[src/rtl/shift_add_mult16.sv]
// shift_add_mult16: sequential unsigned shift-and-add multiplier.
// A WIDTH-bit ripple adder is stepped once per clock with the partial-product
// high half (A) and the multiplicand (M), gated by the current multiplier bit.
// The adder carry is folded back into the top of A on the right shift.
// Handshake: start accepted in IDLE; done is a one-cycle pulse when the
// product is valid. busy stays high until done drops.
module shift_add_mult16 #(
  parameter int WIDTH = 16
) (
  input  logic                 clk,
  input  logic                 rst,
  input  logic                 start,
  input  logic [WIDTH-1:0]     a,
  input  logic [WIDTH-1:0]     b,
  output logic                 busy,
  output logic                 done,
  output logic [2*WIDTH-1:0]   product
);

  localparam int CNT_W = (WIDTH > 1) ? $clog2(WIDTH) : 1;
  localparam logic [CNT_W-1:0] CNT_LAST = CNT_W'(WIDTH - 1);
  localparam logic [CNT_W-1:0] CNT_ONE  = CNT_W'(1);

  typedef enum logic [1:0] {
    ST_IDLE = 2'd0,
    ST_RUN  = 2'd1,
    ST_DONE = 2'd2
  } state_t;

  state_t               state_r;
  logic [WIDTH-1:0]     m_r;        // multiplicand
  logic [WIDTH-1:0]     a_r;        // partial product, high half
  logic [WIDTH-1:0]     q_r;        // multiplier, shifted out as low half grows
  logic                 c_r;        // carry register, cleared by every shift
  logic [CNT_W-1:0]     cnt_r;
  logic                 busy_r;
  logic                 done_r;
  logic [2*WIDTH-1:0]   product_r;

  logic [WIDTH-1:0]     addend_s;
  logic [WIDTH:0]       sum_s;      // {c_out, sum}

  // Bit-level ripple-carry adder; returns {carry_out, sum}.
  function automatic logic [WIDTH:0] ripple_add(
    input logic [WIDTH-1:0] x,
    input logic [WIDTH-1:0] y,
    input logic             cin
  );
    logic [WIDTH:0]   carry;
    logic [WIDTH-1:0] s;
    carry    = '0;
    s        = '0;
    carry[0] = cin;
    for (int i = 0; i < WIDTH; i++) begin
      s[i]       = x[i] ^ y[i] ^ carry[i];
      carry[i+1] = (x[i] & y[i]) | (carry[i] & (x[i] ^ y[i]));
    end
    return {carry[WIDTH], s};
  endfunction

  // Adder datapath: add M only when the current multiplier bit is set.
  // c_r is zero whenever it is consumed (the shift always clears it), so the
  // adder carry-in is effectively zero.
  always_comb begin
    addend_s = '0;
    sum_s    = '0;
    if (q_r[0]) begin
      addend_s = m_r;
    end else begin
      addend_s = '0;
    end
    sum_s = ripple_add(a_r, addend_s, c_r);
  end

  // Control FSM plus datapath registers; all outputs come from here.
  always_ff @(posedge clk) begin
    if (rst) begin
      state_r   <= ST_IDLE;
      m_r       <= '0;
      a_r       <= '0;
      q_r       <= '0;
      c_r       <= 1'b0;
      cnt_r     <= '0;
      busy_r    <= 1'b0;
      done_r    <= 1'b0;
      product_r <= '0;
    end else begin
      case (state_r)
        ST_IDLE: begin
          done_r <= 1'b0;
          if (start) begin
            m_r     <= a;
            q_r     <= b;
            a_r     <= '0;
            c_r     <= 1'b0;
            cnt_r   <= '0;
            busy_r  <= 1'b1;
            state_r <= ST_RUN;
          end else begin
            busy_r  <= 1'b0;
            state_r <= ST_IDLE;
          end
        end
        ST_RUN: begin
          // {C,A,Q} <= {0, c_out, sum, Q} >> 1
          c_r    <= 1'b0;
          a_r    <= sum_s[WIDTH:1];
          q_r    <= {sum_s[0], q_r[WIDTH-1:1]};
          cnt_r  <= cnt_r + CNT_ONE;
          busy_r <= 1'b1;
          done_r <= 1'b0;
          if (cnt_r == CNT_LAST) begin
            state_r <= ST_DONE;
          end else begin
            state_r <= ST_RUN;
          end
        end
        ST_DONE: begin
          // busy stays high through the done cycle so both drop together.
          product_r <= {a_r, q_r};
          done_r    <= 1'b1;
          busy_r    <= 1'b1;
          state_r   <= ST_IDLE;
        end
        default: begin
          state_r <= ST_IDLE;
          busy_r  <= 1'b0;
          done_r  <= 1'b0;
        end
      endcase
    end
  end

  assign busy    = busy_r;
  assign done    = done_r;
  assign product = product_r;

endmodule

[config.mk]
export PLATFORM = sky130hd
export DESIGN_NAME = shift_add_mult16
export DESIGN_NICKNAME = d
export VERILOG_FILES = /design/src/rtl/shift_add_mult16.sv
export SDC_FILE = /design/constraint.sdc
export NUM_CORES = 1
export LEC_CHECK = 0
export BUFFER_PORTS_ARGS = -buffer_cell sky130_fd_sc_hd__buf_4
export CAP_MARGIN = 20
export CORE_MARGIN = 5
export CORE_UTILIZATION = 45
export CTS_BUF_LIST = sky130_fd_sc_hd__clkbuf_8
export DETAILED_ROUTE_END_ITERATION = 8
export PLACE_DENSITY = 0.72
export SYNTH_ARGS = -nofsm -noshare
export SYNTH_HDL_FRONTEND = slang
export SYNTH_SLANG_ARGS = --single-unit
[constraint.sdc]
create_clock -name clk -period 20.1 [get_ports clk]
set_clock_uncertainty 0.2 [all_clocks]
set_input_delay 2.01 -clock clk [delete_from_list [all_inputs] [get_ports clk]]
set_output_delay 2.01 -clock clk [all_outputs]
set_load 0.005 [all_outputs]
==> impl_metrics.yaml, run 1 <==
clock_tree:
  htreeDepth: 3
  cts_post_setup_buffers_inserted: 0
  cts_hold_buffers: 0
  clk_latency_ps: 350
  max-clock-path-buffers: 2
  numCtsBuffers: 9
  cts_resized: 0
  cts_tree: "built"
  clk_pin_slew_ps: 80
  cts.sinks: 88
  clk_root_buffer_cell: "clkbuf_8"
global_route:
  grt_pass1_wl_um: 12600
  antenna_found_initial: 0
  grt_pass1_vias: 2645
  grt_overflow: 0
  grt_usage_pct: 15.4
  busiest_layer: "met2"
  global_route.usage.met1_pct: 19.7
  grtUsageMet3_pct: 2.75
  grt_max_degree: 59
  grt_use_met2_pct: 25.8
place:
  port_buffers: 68
  dp_hpwl_um: 5140
  place.gp.congestion: 0.740
  place_inst: 493
  dpl_worst_slack_ps: 12740
timing:
  tns_ps: 0
  setup_viol: 0
  worst_pin_slew_ps: 1110
  period_share_pct: 36.7
  slew_headroom_pct: 26.0
  max_freq_mhz: 135
  hold_viol_final: 0
  layout_min_cycle_time_ps: 7380
  rsz0062_at_grt: "no"
  report.final.slew_viol_count: 0
  finalWorstSetupSlack_ps: 12720
final_layout:
  areaGrowthSynthToFinish_pct: 18.2
  finalCoreUtilization_pct: 54.3
  diodes: 0
  final_nets: 455
  drive_gt1_share_pct: 28.0
  final_cell_count_no_fill: 509
  fillers: 767
critical_path:
  cp_slowest_cell: "dfxtp_1"
  arrival_ps: 7420
  start_kind: "register"
  end_kind: "register"
  crit_path_frequent_cell: "fa_1"
  r2r_cells: 20
  cp.required_ps: 20140
  cp_cell_sequence: "and2_1 > ha_1 > inv_1 > fa_1 > fa_1 > fa_1 > fa_1 > fa_1 > fa_1 > fa_1 > fa_1 > fa_1 > fa_1 > fa_1 > fa_1 > fa_1 > inv_1 > fa_1 > fa_1 > a22o_1"
  rrSetupSlack_ps: 12720
  critPathMaxStageDelay_ps: 730
  r2r-start: "q_r[0]"
  path_max_fanout: 18
  timing.rr.end: "a_r[14]"
  critical_path_class: "register to register"
yosys:
  syn_area_um2: 3780
  synth.most_common_cell: "dfxtp_1"
  synthTopCellsByArea: "dfxtp_1 47%, mux2i_1 13%, fa_1 7.9%, a22o_1 4.6%, a211oi_2 4.0%"
  synth_top_area_share_pct: 46.6
  netlist_instances: 341
  ys_types: 33
  synth_commonest_cells: "88 x dfxtp_1, 49 x mux2i_1, 37 x nor2_1, 20 x a22o_1, 19 x inv_1"
  synth_fp_nets: 397
  yosysTopAreaCell: "dfxtp_1"
  synth-seq-cells: 88
  ys_async_sr_fraction_pct: 0
  ys_warn_count: 0
  synth_seq_area_share_pct: 46.6
  ys.flop_type: "dfxtp_1"
  syn_area_per_cell_um2: 11.1
  synth_edf_count: 0
floorplan:
  dieArea_um2: 10300
  pin_count: 69
  start_util_pct: 46.0
  die_x_um: 102
  fp-row-count: 33
  design.core.area_um2: 8220
  dieHeight_um: 102
route:
  postRouteAntennaNets: 0
  wl_per_cell_um: 15.0
  drc: 0
  viasPerCell: 5.09
  dr_total_vias: 2590
  wl_um: 7630
  detail_route.iter0.violations: 68
  drt_pass1_iterations: 4
power:
  p_leak_nw: 1.67
  p_seq_share_pct: 56.4
  switching_share_pct: 27.1
  p_sw_uw: 90.4
  p_clk_share_pct: 32.5
  finalPower_uw: 334
  powerDensity_nw_per_um2: 74.7
  intPower_uw: 243
  irDropWorstVdd_v: 0.0000451
  p_comb_share_pct: 11.1
flow_run:
  drv_cap: 0
run_status:
  status: "complete, no violations"
worst_hold_path:
  whs_endpoint: "m_r[0]"
  whs_path_depth: 1
  hold_start: "m_r[0]"
  hp-class: "register to register"
==> power by group through the flow <==
stage	Clock (mW)	Combinational [mW]	Sequential [mW]
5_1_grt	0.120	0.0412	0.189
6_report	0.108	0.0372	0.188
2_1_floorplan	0	0.0310	0.189
4_1_cts	0.111	0.0378	0.188
3_3_place_gp	0	0.0369	0.192
3_5_place_dp	0	0.0377	0.192
==> logic make-up after synthesis <==
logic type / synth area share [%]
fa+ha+maj: 9.94
buf+inv: 5.70
flops: 46.6
simple gates: 10.9
mux: 13.4
compound gates: 13.5
==> worst max path at each step <==
stage / startpoint / end / slack (ps) / cells after the start
after global placement: q_r[0] / a_r[14] / 12920 / 20
after global routing: q_r[0] / a_r[14] / 12430 / 20
after detailed placement: q_r[0] / a_r[14] / 12740 / 20
after CTS: q_r[0] / a_r[14] / 12700 / 20
after floorplan: q_r[0] / a_r[14] / 13130 / 20
final: q_r[0] / a_r[14] / 12720 / 20
==> layout by cell type, fill, tap and decap left out, types with 4 or more instances in the layout <==
master     Yosys  routed
dfxtp_1       88      88
buf_4          1      70
mux2i_1       49      49
nor2_1        37      37
inv_1         19      20
a22o_1        20      20
nand2_1       16      16
fa_1          15      15
o2bb2ai_1     12      12
nor2_2        12      12
a211oi_2      12      12
clkbuf_8       0       9
a21oi_1        5       5
ha_1           6       5
a211oi_1       4       4
nor2b_1        4       4
==> state kept, by name, indices dropped and copies added (netlist names) <==
name and cells:
cnt_r 4, state_r 2, q_r 16, done 1, m_r 16, busy 1
a_r 16, product 32
==> metal layers <==
| layer | wire [um] | up-vias |
|---|---|---|
| met5 | 0 | - |
| met4 | 133 | 0 |
| met3 | 318 | 15 |
| met2 | 3630 | 47 |
| met1 | 3550 | 1244 |
| li1 | - | 1284 |
==> metrics by stage <==
step | hold WS, ps | instance area, um^2
after floorplan | 234 | 3780
after global placement | 250 | 4290
after detailed placement | 262 | 4290
after CTS | 282 | 4470
after global routing | 302 | 4470
final | 279 | 4470
==> cell type report <==
cell class                      count  area, um^2  share of cell area [%]
Inverter                           19        71.3                    1.60
Timing Repair Buffer               70         526                    11.8
Clock inverter                      7        48.8                    1.09
Sequential cell                    88        1760                    39.5
Tap cell                          105         131                    2.94
Multi-Input combinational cell    211        1800                    40.4
Clock buffer                        9         124                    2.77
==> worst max-delay path, delay by kind of cell, from the launching register on <==
family,cells,cell delay [ps]
buffers and inverters,2,130
DFF,1,730
and+or+nand+nor,1,220
AOI/OAI and AO/OA,1,210
adders and majority gates,16,5790
(Power assumes the default switching activity.)
==> run 2, diff against run 1 <==
- ABC_AREA: not set -> 1
- clock period: 20.1 -> 7.43 ns (I/O delays scaled with it)
==> run 2 against run 1 <==
Compared with the run above:
- core utilization increased by 0.11 points
- worst hold slack got worse by 29 ps
- final cell count increased by 31%
- critical path depth increased by 2
- die area increased by 1.4%
- sequential power increased to 2.7 times the previous value
- first-iteration DRC count increased to 2.8 times the previous value
- fmax increased by 6.7%
- synthesized area increased by 1.5%
- clock-buffer cell count unchanged
- critical path type unchanged
==> impl_metrics.yaml, run 2 <==
run_status:
  status: "complete, no violations"
floorplan:
  design.core.area_um2: 8260
  die_x_um: 102
  dieHeight_um: 102
  fp-row-count: 33
  dieArea_um2: 10500
  pin_count: 69
  start_util_pct: 46.4
flow_run:
  drv_cap: 0
timing:
  rsz0062_at_grt: "no"
  worst_pin_slew_ps: 875
  hold-worst-slack_ps: 250
  setup_viol: 0
  hold_viol_final: 0
  tns_ps: 0
  slew_headroom_pct: 41.7
  max_freq_mhz: 145
  layout_min_cycle_time_ps: 6920
  report.final.slew_viol_count: 0
  finalWorstSetupSlack_ps: 514
  period_share_pct: 93.1
place:
  dp_hpwl_um: 6030
  dpl_worst_slack_ps: 519
  port_buffers: 68
  place_area_um2: 4330
  place_inst: 649
  place.gp.congestion: 0.785
critical_path:
  path_delay_family: "adder cells"
  path_max_fanout: 9
  arrival_ps: 6970
  critPathMaxStageDelay_ps: 470
  crit_path_frequent_cell: "fa_1"
  cp_slowest_cell: "dfxtp_1"
  crit_buf_inv: 3
  start_kind: "register"
  critical_path_class: "register to register"
  cp_cell_sequence: "nand2_1 > inv_1 > ha_1 > inv_1 > fa_1 > fa_1 > fa_1 > fa_1 > fa_1 > fa_1 > fa_1 > fa_1 > fa_1 > fa_1 > fa_1 > fa_1 > fa_1 > inv_1 > fa_1 > fa_1 > nand3_1 > nand2_1"
  cp.required_ps: 7490
  end_kind: "register"
clock_tree:
  numCtsBuffers: 9
  cts.sinks: 88
  cts_tree: "built"
  clk_latency_ps: 360
  cts_post_setup_buffers_inserted: 0
  clk_root_buffer_cell: "clkbuf_8"
  max-clock-path-buffers: 2
  cts_resized: 0
  clk_pin_slew_ps: 80
  cts_hold_buffers: 0
  htreeDepth: 3
route:
  drc: 0
  postRouteAntennaNets: 0
  viasPerCell: 4.96
  drt_pass1_iterations: 4
  detail_route.iter0.violations: 193
  wl_um: 8850
  wl_per_cell_um: 13.3
  dr_total_vias: 3299
final_layout:
  largest_reg_flops: 32
  final_common_cell: "nand2_1"
  final_cell_count_no_fill: 665
  areaGrowthSynthToFinish_pct: 17.3
  diodes: 0
  finalCoreUtilization_pct: 54.5
  fillers: 798
  fin_area_um2: 4500
  layout_common_cells: "143 x nand2_1, 92 x nor2_1, 88 x dfxtp_1, 70 x buf_4, 44 x o21ai_0"
  drive_gt1_share_pct: 16.8
  final_nets: 611
global_route:
  grt_pass1_wl_um: 14900
  grt_pass1_vias: 3300
  grt_overflow: 0
  grt_max_degree: 56
  grt_usage_pct: 18.0
  antenna_found_initial: 0
yosys:
  synth_fp_nets: 558
  synthTopCellsByArea: "dfxtp_1 46%, nand2_1 14%, nor2_1 9.0%, fa_1 7.8%, o21ai_0 5.7%"
  yosysTopAreaCell: "dfxtp_1"
  synth_seq_area_share_pct: 45.9
  synth_top_area_share_pct: 45.9
  ys_types: 22
  syn_area_per_cell_um2: 7.64
  synth_commonest_cells: "143 x nand2_1, 92 x nor2_1, 88 x dfxtp_1, 44 x o21ai_0, 29 x a21oi_1"
  synth_edf_count: 0
  synth.most_common_cell: "nand2_1"
  ys_async_sr_fraction_pct: 0
  syn_area_um2: 3830
  netlist_instances: 502
  ys_warn_count: 0
  ys.flop_type: "dfxtp_1"
  synth-seq-cells: 88
power:
  powerDensity_nw_per_um2: 202
  p_leak_nw: 2.04
  irDropWorstVdd_v: 0.000103
  finalPower_uw: 907
worst_hold_path:
  hp-class: "register to register"
run 2: cell types whose count changed after synthesis, sizes merged, moves of 3 or more:
| cell | delta |
|---|---|
| a22o | -20 |
| clkbuf | +6 |
| nand2 | +130 |
| nor2 | +43 |
| nand3 | +5 |
| inv | +12 |
| mux2i | -49 |
| o21ai | +57 |
| a211oi | -16 |
| o2bb2ai | -12 |
| and2 | -3 |
| nor2b | -4 |
| a21oi | +24 |
| nand3b | -3 |
run 2: layout make-up:
type,count,area [um^2],area share (%)
multi-input combinational,355,1790,39.8
clock buffer,9,124,2.75
tap,105,131,2.92
sequential,88,1760,39.2
inverter,31,119,2.64
timing repair buffer,70,526,11.7
clock inverter,7,47.5,1.06
run 2: where the power goes:
part           switching [mW]  leakage [nW]  internal [mW]
Sequential             0.0147         0.716          0.491
Combinational          0.0683          1.24         0.0374
Clock                   0.175        0.0791          0.121
Total                   0.258          2.04          0.649
run 2: path summary, 6_finish.rpt:
path | from | endpoint | slack [ps] | cells after the start
setup / recovery | q_r[0] | a_r[14] | 510 | 22
hold / removal | a_r[7] | a_r[7] | 250 | 2
setup reg to reg | q_r[0] | a_r[14] | 510 | 22
hold reg to reg | a_r[7] | a_r[7] | 250 | 2
run 2: logic make-up (layout without fill, tap and decap cells):
| family | count (synthesis) | count (layout) | share of synthesized area, % |
|---|---|---|---|
| fa+ha+maj | 21 | 21 | 9.79 |
| simple gates | 247 | 247 | 25.4 |
| buf+inv | 59 | 117 | 7.44 |
| compound gates | 87 | 87 | 11.4 |
| flops | 88 | 88 | 45.9 |
run 2: worst register-to-register path, cell delays in order (launching register included):
cell,delay [ps]
dfxtp_1,470
nand2_1,90
inv_1,60
ha_1,130
inv_1,50
fa_1,370
fa_1,390
fa_1,390
fa_1,380
fa_1,400
fa_1,400
fa_1,390
fa_1,380
fa_1,390
fa_1,390
fa_1,390
fa_1,390
fa_1,360
inv_1,70
fa_1,180
fa_1,410
nand3_1,90
nand2_1,60
run 2: metal layers:
| metal | global-route usage, % | routed length [um] | share of wire, % |
|---|---|---|---|
| met1 | 22.5 | 4030 | 46 |
| met2 | 29.2 | 4220 | 48 |
| met3 | 4.10 | 379 | 4.3 |
| met4 | 9.28 | 218 | 2.5 |
| met5 | 0 | 0 | 0 |
